**src/rtl/cpu_pkg.sv**
```systemverilog
// Shared definitions for the multicycle control path: FSM state encoding,
// opcode/funct constants, ALU select codes and mux encodings.
// Optional build macro: ILLEGAL_TRAP_EN (adds the HALT state).
package cpu_pkg;

   typedef enum logic [3:0] {
      S_FETCH,
      S_DECODE,
      S_MEM_ADDR,
      S_MEM_READ,
      S_MEM_WB,
      S_MEM_WRITE,
      S_EXECUTE,
      S_ALU_WB,
      S_IMM_EXEC,
      S_IMM_WB,
      S_BRANCH,
      S_JUMP
`ifdef ILLEGAL_TRAP_EN
      , S_HALT
`endif
   } state_e;

   // Opcodes (instr[31:26])
   localparam logic [5:0] OP_RTYPE = 6'h00;
   localparam logic [5:0] OP_J     = 6'h02;
   localparam logic [5:0] OP_BEQ   = 6'h04;
   localparam logic [5:0] OP_ADDI  = 6'h08;
   localparam logic [5:0] OP_ANDI  = 6'h0C;
   localparam logic [5:0] OP_ORI   = 6'h0D;
   localparam logic [5:0] OP_LW    = 6'h23;
   localparam logic [5:0] OP_SW    = 6'h2B;

   // R-type funct codes (instr[5:0])
   localparam logic [5:0] FN_SRL = 6'h02;
   localparam logic [5:0] FN_ADD = 6'h20;
   localparam logic [5:0] FN_AND = 6'h24;
   localparam logic [5:0] FN_OR  = 6'h25;
   localparam logic [5:0] FN_XOR = 6'h26;
   localparam logic [5:0] FN_SLT = 6'h2A;

   // ALU operation select
   localparam logic [2:0] ALU_ZERO  = 3'b000;
   localparam logic [2:0] ALU_ADD   = 3'b001;
   localparam logic [2:0] ALU_AND   = 3'b010;
   localparam logic [2:0] ALU_OR    = 3'b011;
   localparam logic [2:0] ALU_XOR   = 3'b100;
   localparam logic [2:0] ALU_SLTU  = 3'b101;
   localparam logic [2:0] ALU_SRL1  = 3'b110;
   localparam logic [2:0] ALU_PASSA = 3'b111;

   // ALU operand B mux
   localparam logic [1:0] SRCB_REG     = 2'b00;
   localparam logic [1:0] SRCB_FOUR    = 2'b01;
   localparam logic [1:0] SRCB_IMM     = 2'b10;
   localparam logic [1:0] SRCB_IMM_SH2 = 2'b11;

   // Next-PC mux
   localparam logic [1:0] PC_ALU    = 2'b00;
   localparam logic [1:0] PC_ALUOUT = 2'b01;
   localparam logic [1:0] PC_JUMP   = 2'b10;

endpackage

```
**src/rtl/alu_decoder.sv**
```systemverilog
// R-type funct decoder: maps funct to an ALU select code and flags
// funct values the core does not implement (those select ALU_ZERO).
module alu_decoder
   import cpu_pkg::*;
#(
   parameter int FUNCT_W = 6,
   parameter int SEL_W   = 3
) (
   input  logic [FUNCT_W-1:0] funct,
   output logic [SEL_W-1:0]   alu_select,
   output logic               illegal
);

   // Pure lookup; unknown funct produces a zero result and raises illegal.
   always_comb begin
      alu_select = ALU_ZERO;
      illegal    = 1'b0;
      case (funct)
         FN_ADD:  alu_select = ALU_ADD;
         FN_AND:  alu_select = ALU_AND;
         FN_OR:   alu_select = ALU_OR;
         FN_XOR:  alu_select = ALU_XOR;
         FN_SLT:  alu_select = ALU_SLTU;
         FN_SRL:  alu_select = ALU_SRL1;
         default: illegal    = 1'b1;
      endcase
   end

endmodule

```
**src/rtl/multicycle_control.sv**
```systemverilog
// Main control FSM of the multicycle core: fetch/decode/execute/memory/
// writeback sequencing, ALU select and operand muxes, PC-enable decision.
// Optional build macro: ILLEGAL_TRAP_EN -- illegal instructions park the FSM
// in HALT (all controls low, `halted` high) until reset.
module multicycle_control
   import cpu_pkg::*;
#(
   parameter int OPCODE_W = 6,
   parameter int FUNCT_W  = 6,
   parameter int SEL_W    = 3
) (
   input  logic                clk,
   input  logic                rst,
   input  logic [OPCODE_W-1:0] opcode,
   input  logic [FUNCT_W-1:0]  funct,
   input  logic                zero,
   input  logic                mem_ready,
   output logic                ir_write,
   output logic                i_or_d,
   output logic                mem_read,
   output logic                mem_write,
   output logic                mem_to_reg,
   output logic                reg_dst,
   output logic                reg_write,
   output logic                alu_src_a,
   output logic [1:0]          alu_src_b,
   output logic [SEL_W-1:0]    alu_select,
   output logic [1:0]          pc_src,
   output logic                pc_en,
`ifdef ILLEGAL_TRAP_EN
   output logic                halted,
`endif
   output logic                illegal_op
);

   state_e             state_q, state_d;
   logic               illegal_q, illegal_d;
   logic [SEL_W-1:0]   fn_select;
   logic               fn_illegal;

   alu_decoder #(
      .FUNCT_W (FUNCT_W),
      .SEL_W   (SEL_W)
   ) u_alu_decoder (
      .funct      (funct),
      .alu_select (fn_select),
      .illegal    (fn_illegal)
   );

   // State register and sticky illegal flag; reset aborts any access in flight.
   always_ff @(posedge clk or posedge rst) begin
      if (rst) begin
         state_q   <= S_FETCH;
         illegal_q <= 1'b0;
      end else begin
         state_q   <= state_d;
         illegal_q <= illegal_d;
      end
   end

   // Next-state and control outputs; everything is low unless a state drives it,
   // and everything is forced low while reset is held.
   always_comb begin
      state_d    = state_q;
      illegal_d  = illegal_q;
      ir_write   = 1'b0;
      i_or_d     = 1'b0;
      mem_read   = 1'b0;
      mem_write  = 1'b0;
      mem_to_reg = 1'b0;
      reg_dst    = 1'b0;
      reg_write  = 1'b0;
      alu_src_a  = 1'b0;
      alu_src_b  = SRCB_REG;
      alu_select = ALU_ZERO;
      pc_src     = PC_ALU;
      pc_en      = 1'b0;
`ifdef ILLEGAL_TRAP_EN
      halted     = 1'b0;
`endif

      case (state_q)
         S_FETCH: begin
            mem_read = 1'b1;
            // PC+4 and IR load happen only on the cycle memory delivers
            if (mem_ready) begin
               ir_write   = 1'b1;
               alu_src_b  = SRCB_FOUR;
               alu_select = ALU_ADD;
               pc_en      = 1'b1;
               state_d    = S_DECODE;
            end
         end
         S_DECODE: begin
            // Speculatively compute the branch target into ALUOut
            alu_src_b  = SRCB_IMM_SH2;
            alu_select = ALU_ADD;
            case (opcode)
               OP_LW, OP_SW:              state_d = S_MEM_ADDR;
               OP_RTYPE:                  state_d = S_EXECUTE;
               OP_ADDI, OP_ANDI, OP_ORI:  state_d = S_IMM_EXEC;
               OP_BEQ:                    state_d = S_BRANCH;
               OP_J:                      state_d = S_JUMP;
               default: begin
                  illegal_d = 1'b1;
`ifdef ILLEGAL_TRAP_EN
                  state_d   = S_HALT;
`else
                  state_d   = S_FETCH;
`endif
               end
            endcase
         end
         S_MEM_ADDR: begin
            alu_src_a  = 1'b1;
            alu_src_b  = SRCB_IMM;
            alu_select = ALU_ADD;
            state_d    = (opcode == OP_SW) ? S_MEM_WRITE : S_MEM_READ;
         end
         S_MEM_READ: begin
            mem_read = 1'b1;
            i_or_d   = 1'b1;
            if (mem_ready) state_d = S_MEM_WB;
         end
         S_MEM_WB: begin
            reg_write  = 1'b1;
            mem_to_reg = 1'b1;
            state_d    = S_FETCH;
         end
         S_MEM_WRITE: begin
            mem_write = 1'b1;
            i_or_d    = 1'b1;
            if (mem_ready) state_d = S_FETCH;
         end
         S_EXECUTE: begin
            alu_src_a  = 1'b1;
            alu_select = fn_select;
            state_d    = S_ALU_WB;
            if (fn_illegal) begin
               illegal_d = 1'b1;
`ifdef ILLEGAL_TRAP_EN
               state_d   = S_HALT;
`endif
            end
         end
         S_ALU_WB: begin
            reg_write = 1'b1;
            reg_dst   = 1'b1;
            state_d   = S_FETCH;
         end
         S_IMM_EXEC: begin
            alu_src_a = 1'b1;
            alu_src_b = SRCB_IMM;
            case (opcode)
               OP_ANDI: alu_select = ALU_AND;
               OP_ORI:  alu_select = ALU_OR;
               default: alu_select = ALU_ADD;
            endcase
            state_d = S_IMM_WB;
         end
         S_IMM_WB: begin
            reg_write = 1'b1;
            state_d   = S_FETCH;
         end
         S_BRANCH: begin
            // xor of equal operands is zero, so zero means "taken"
            alu_src_a  = 1'b1;
            alu_select = ALU_XOR;
            pc_src     = PC_ALUOUT;
            pc_en      = zero;
            state_d    = S_FETCH;
         end
         S_JUMP: begin
            pc_src  = PC_JUMP;
            pc_en   = 1'b1;
            state_d = S_FETCH;
         end
`ifdef ILLEGAL_TRAP_EN
         S_HALT: begin
            halted  = 1'b1;
            state_d = S_HALT;
         end
`endif
         default: state_d = S_FETCH;
      endcase

      if (rst) begin
         ir_write   = 1'b0;
         i_or_d     = 1'b0;
         mem_read   = 1'b0;
         mem_write  = 1'b0;
         mem_to_reg = 1'b0;
         reg_dst    = 1'b0;
         reg_write  = 1'b0;
         alu_src_a  = 1'b0;
         alu_src_b  = SRCB_REG;
         alu_select = ALU_ZERO;
         pc_src     = PC_ALU;
         pc_en      = 1'b0;
`ifdef ILLEGAL_TRAP_EN
         halted     = 1'b0;
`endif
      end
   end

   assign illegal_op = illegal_q;

endmodule

```
**config.mk**
```make
export PLATFORM = sky130hd
export DESIGN_NAME = multicycle_control
export DESIGN_NICKNAME = d
export VERILOG_FILES = /design/src/rtl/cpu_pkg.sv /design/src/rtl/alu_decoder.sv /design/src/rtl/multicycle_control.sv
export SDC_FILE = /design/constraint.sdc
export NUM_CORES = 1
export LEC_CHECK = 0
export BUFFER_PORTS_ARGS = -buffer_cell sky130_fd_sc_hd__buf_4
export CAP_MARGIN = 30
export CELL_PAD_IN_SITES_DETAIL_PLACEMENT = 0
export CELL_PAD_IN_SITES_GLOBAL_PLACEMENT = 1
export CORE_UTILIZATION = 37
export CTS_BUF_LIST = sky130_fd_sc_hd__clkbuf_8
export DETAILED_ROUTE_END_ITERATION = 6
export PLACE_DENSITY = 0.85
export RECOVER_POWER = 100
export SYNTH_ARGS = -nofsm -noshare
export SYNTH_HDL_FRONTEND = slang
export SYNTH_SLANG_ARGS = --single-unit
```
**constraint.sdc**
```tcl
create_clock -name clk -period 3.2 [get_ports clk]
set_input_delay 0.16 -clock clk [delete_from_list [all_inputs] [get_ports clk]]
set_output_delay 0.16 -clock clk [all_outputs]
set_load 0.01 [all_outputs]
```
==> flow_metrics.py <==
metrics = {
    "clock_tree": {
        "insertion_delay_ns": 0.23,
        "cts.reportedPaths.clkPinSlew_ns": 0.04,
        "cts_buffers": 3,
        "cts.sink_count": 5,
        "buffer_cell_driving_the_clock_tree_root": "clkbuf_8",
        "clockBufferDepth": 2,
        "tritoncts_clock_tree": "built",
        "postCtsSetupRepairBufs": 0,
        "htreeDepth": 1,
    },
    "synthesis": {
        "synth.distinct_cells": 46,
        "leading_cell_type_by_number_of_instances_after_synthesis": "nor2_1",
        "synthTopCellsByArea": "dfrtp_1 (15%), nor2_1 (5.5%), a21oi_1 (4.3%)",
        "syn-mean-instance-area_um2": 7.200,
        "synth.top_cells.by_count": "nor2_1 (12), a21oi_1 (7), o21ai_0 (7), nor3_1 (6)",
        "syn-num-nets": 130,
        "synthesis.area_um2": 820.8,
        "synth-edff-count": 0,
        "postSynth.asyncResetShare_pct": 100.0,
        "synth_cells": 114,
        "yosysWarnings": 0,
        "yosysTopAreaCell": "dfrtp_1",
        "synth-seq-cells": 5,
        "post-synth-top-area-fraction_pct": 15.24,
        "fraction_of_the_yosys_area_taken_by_sequential_cells_pct": 15.24,
        "postSynth.topFlopCell": "dfrtp_1",
    },
    "finish": {
        "final_util_pct": 51.55,
        "fillCellCount": 233,
        "num_antenna_cells": 0,
        "design.final.nets": 159,
        "seqCellArea_um2": 125.1,
        "multiInputGateArea_um2": 633.1,
        "synthToLayoutAreaGrowth_pct": 26.98,
        "drive_above_1_share_pct": 16.20,
    },
    "power": {
        "report.power.total_uw": 589.2,
        "p_leak_uw": 0.0003963,
        "powerDensity_nw_per_um2": 565.3,
        "maximum_ir_drop_on_the_vdd_rail_uv": 327.3,
    },
    "routing": {
        "drcViolationCount": 0,
        "vias": 985,
        "route.final.wire_length_um": 2256,
        "drt_pre_antenna_iters": 4,
        "route.detailed.wl_per_inst_um": 13.35,
        "ant_nets": 0,
        "initialDrtViolationCount": 17,
        "route.detailed.vias_per_inst": 5.828,
    },
    "timing": {
        "timing.final.crit_share_pct": 67.11,
        "worst_slew_pin_slew_ns": 0.6003,
        "worst_clock_skew_ns": 0.002776,
        "grt_setup_unrepaired": "no",
        "period_needed_ns": 2.148,
        "worst_hold_slack_ns": 0.1836,
        "max_frequency_mhz": 465.6,
        "slew_viol_final": 0,
        "tns_ns": 0,
        "worst_relative_slew_slack_pct": 59.98,
        "hold_violations": 0,
        "finalSetupViolations": 0,
    },
    "global_routing": {
        "antenna_violations_before_repair": 0,
        "grt_first_pass_wirelength_um": 3670,
        "grt_max_degree": 21,
        "first_global_vias": 819,
        "grt-ovfl-total": 0,
        "grtUsageTotal_pct": 19.35,
    },
    "floorplanning": {
        "floorplan.initialDensity_pct": 40.59,
        "die_x_um": 49.10,
        "num_rows": 16,
        "io_pins": 33,
        "fp.dieArea_um2": 2411,
        "core_um2": 2022,
        "die-height_um": 49.10,
    },
    "worst_hold_path": {
        "hold_depth": 3,
        "hold_class": "input pin to flop",
    },
    "run_status": {
        "run_status": "finished, final reports clean",
    },
    "critical_path": {
        "cp_max_fo": 20,
        "criticalPathCategory": "flop to primary output",
        "start_kind": "flop",
        "crit_path_end_kind": "primary output",
        "cp.arrival_ns": 1.99,
        "cp_data_required_time_ns": 3.04,
        "worst_r2r_path_depth": 4,
    },
    "place": {
        "hpwlAfterDp_um": 1621,
        "gp_congestion": 0.7954,
        "port_buffers": 32,
    },
    "job": {
        "max_cap_violations": 0,
    },
}
-- cell type report --
type | instances | share of cell area (%)
clock buffers | 3 | 3.962
well taps | 27 | 3.241
multi-input cells | 97 | 60.74
flip-flops and latches | 5 | 12.00
clock inverters | 1 | 0.3601
repair buffers | 33 | 18.61
inverters | 3 | 1.080
-- metrics by stage --
step | cell area (µm²) | std cells | setup WS [ns]
floorplan | 820.8 | 114 | 1.607
global placement | 1050 | 164 | 1.354
detailed placement | 1050 | 164 | 1.294
CTS | 1105 | 169 | 1.036
global route | 1042 | 169 | 0.8518
finish | 1042 | 169 | 1.052
-- worst paths after layout --
kind	slack (ns)	end	start
worst max register to register	1.43	state_q[2]	state_q[2]
max in group asynchronous	2.42	illegal_op	rst
worst min-delay path	0.18	illegal_op	funct[4]
worst max-delay path	1.05	alu_select[1]	state_q[2]
worst min register to register	0.48	illegal_op	illegal_op
min in group asynchronous	0.57	state_q[0]	rst
-- layout by cell type, fill, tap and decap left out, types with 4 or more instances in the layout --
cell type | Yosys | layout
a21oi_1 | 7 | 7
buf_4 | 0 | 17
clkbuf_1 | 4 | 15
dfrtp_1 | 5 | 5
inv_1 | 3 | 4
nand2_1 | 5 | 5
nand2b_1 | 4 | 4
nor2_1 | 12 | 12
nor2b_1 | 4 | 4
nor3_1 | 6 | 6
o21ai_0 | 7 | 9
-- logic make-up after synthesis --
logic type / Yosys count / synth area share [%]
buffers and inverters: 12 / 6.858
xor gates and xnor gates: 4 / 4.269
muxes: 2 / 2.744
AOI/OAI and AO/OA: 35 / 29.73
DFF: 5 / 15.24
and+or+nand+nor: 56 / 41.16
-- power by group --
part	switching, µW	internal [µW]
sequential	85.4	80.1
clock	36.4	82.7
combinational	167	138
-- worst max-delay path, cell delays in order, from the launching register on --
cell      delay, ns
dfrtp_1        0.58
nor2_1         0.38
nand2_1        0.16
or3_1          0.33
a21oi_1        0.14
clkbuf_1       0.17
-- registers in the layout (all words and copies together) (netlist names) --
signal      flops
state_q         4
illegal_op      1
-- per-layer routing --
metal,global-route usage (%),part of all wire (%),vias to the layer above
met3,4.984,6.4,2
met5,0,0,-
met4,4.412,0.58,0
met2,31.28,46,41
met1,25.47,47,450
li1,-,-,492
-- timing repair --
item	CTS	global route
hold buffers	1	0
hold endpoints to repair	5	0
gates resized for setup	0	0
No activity file was read; power rests on OpenSTA's default activity.
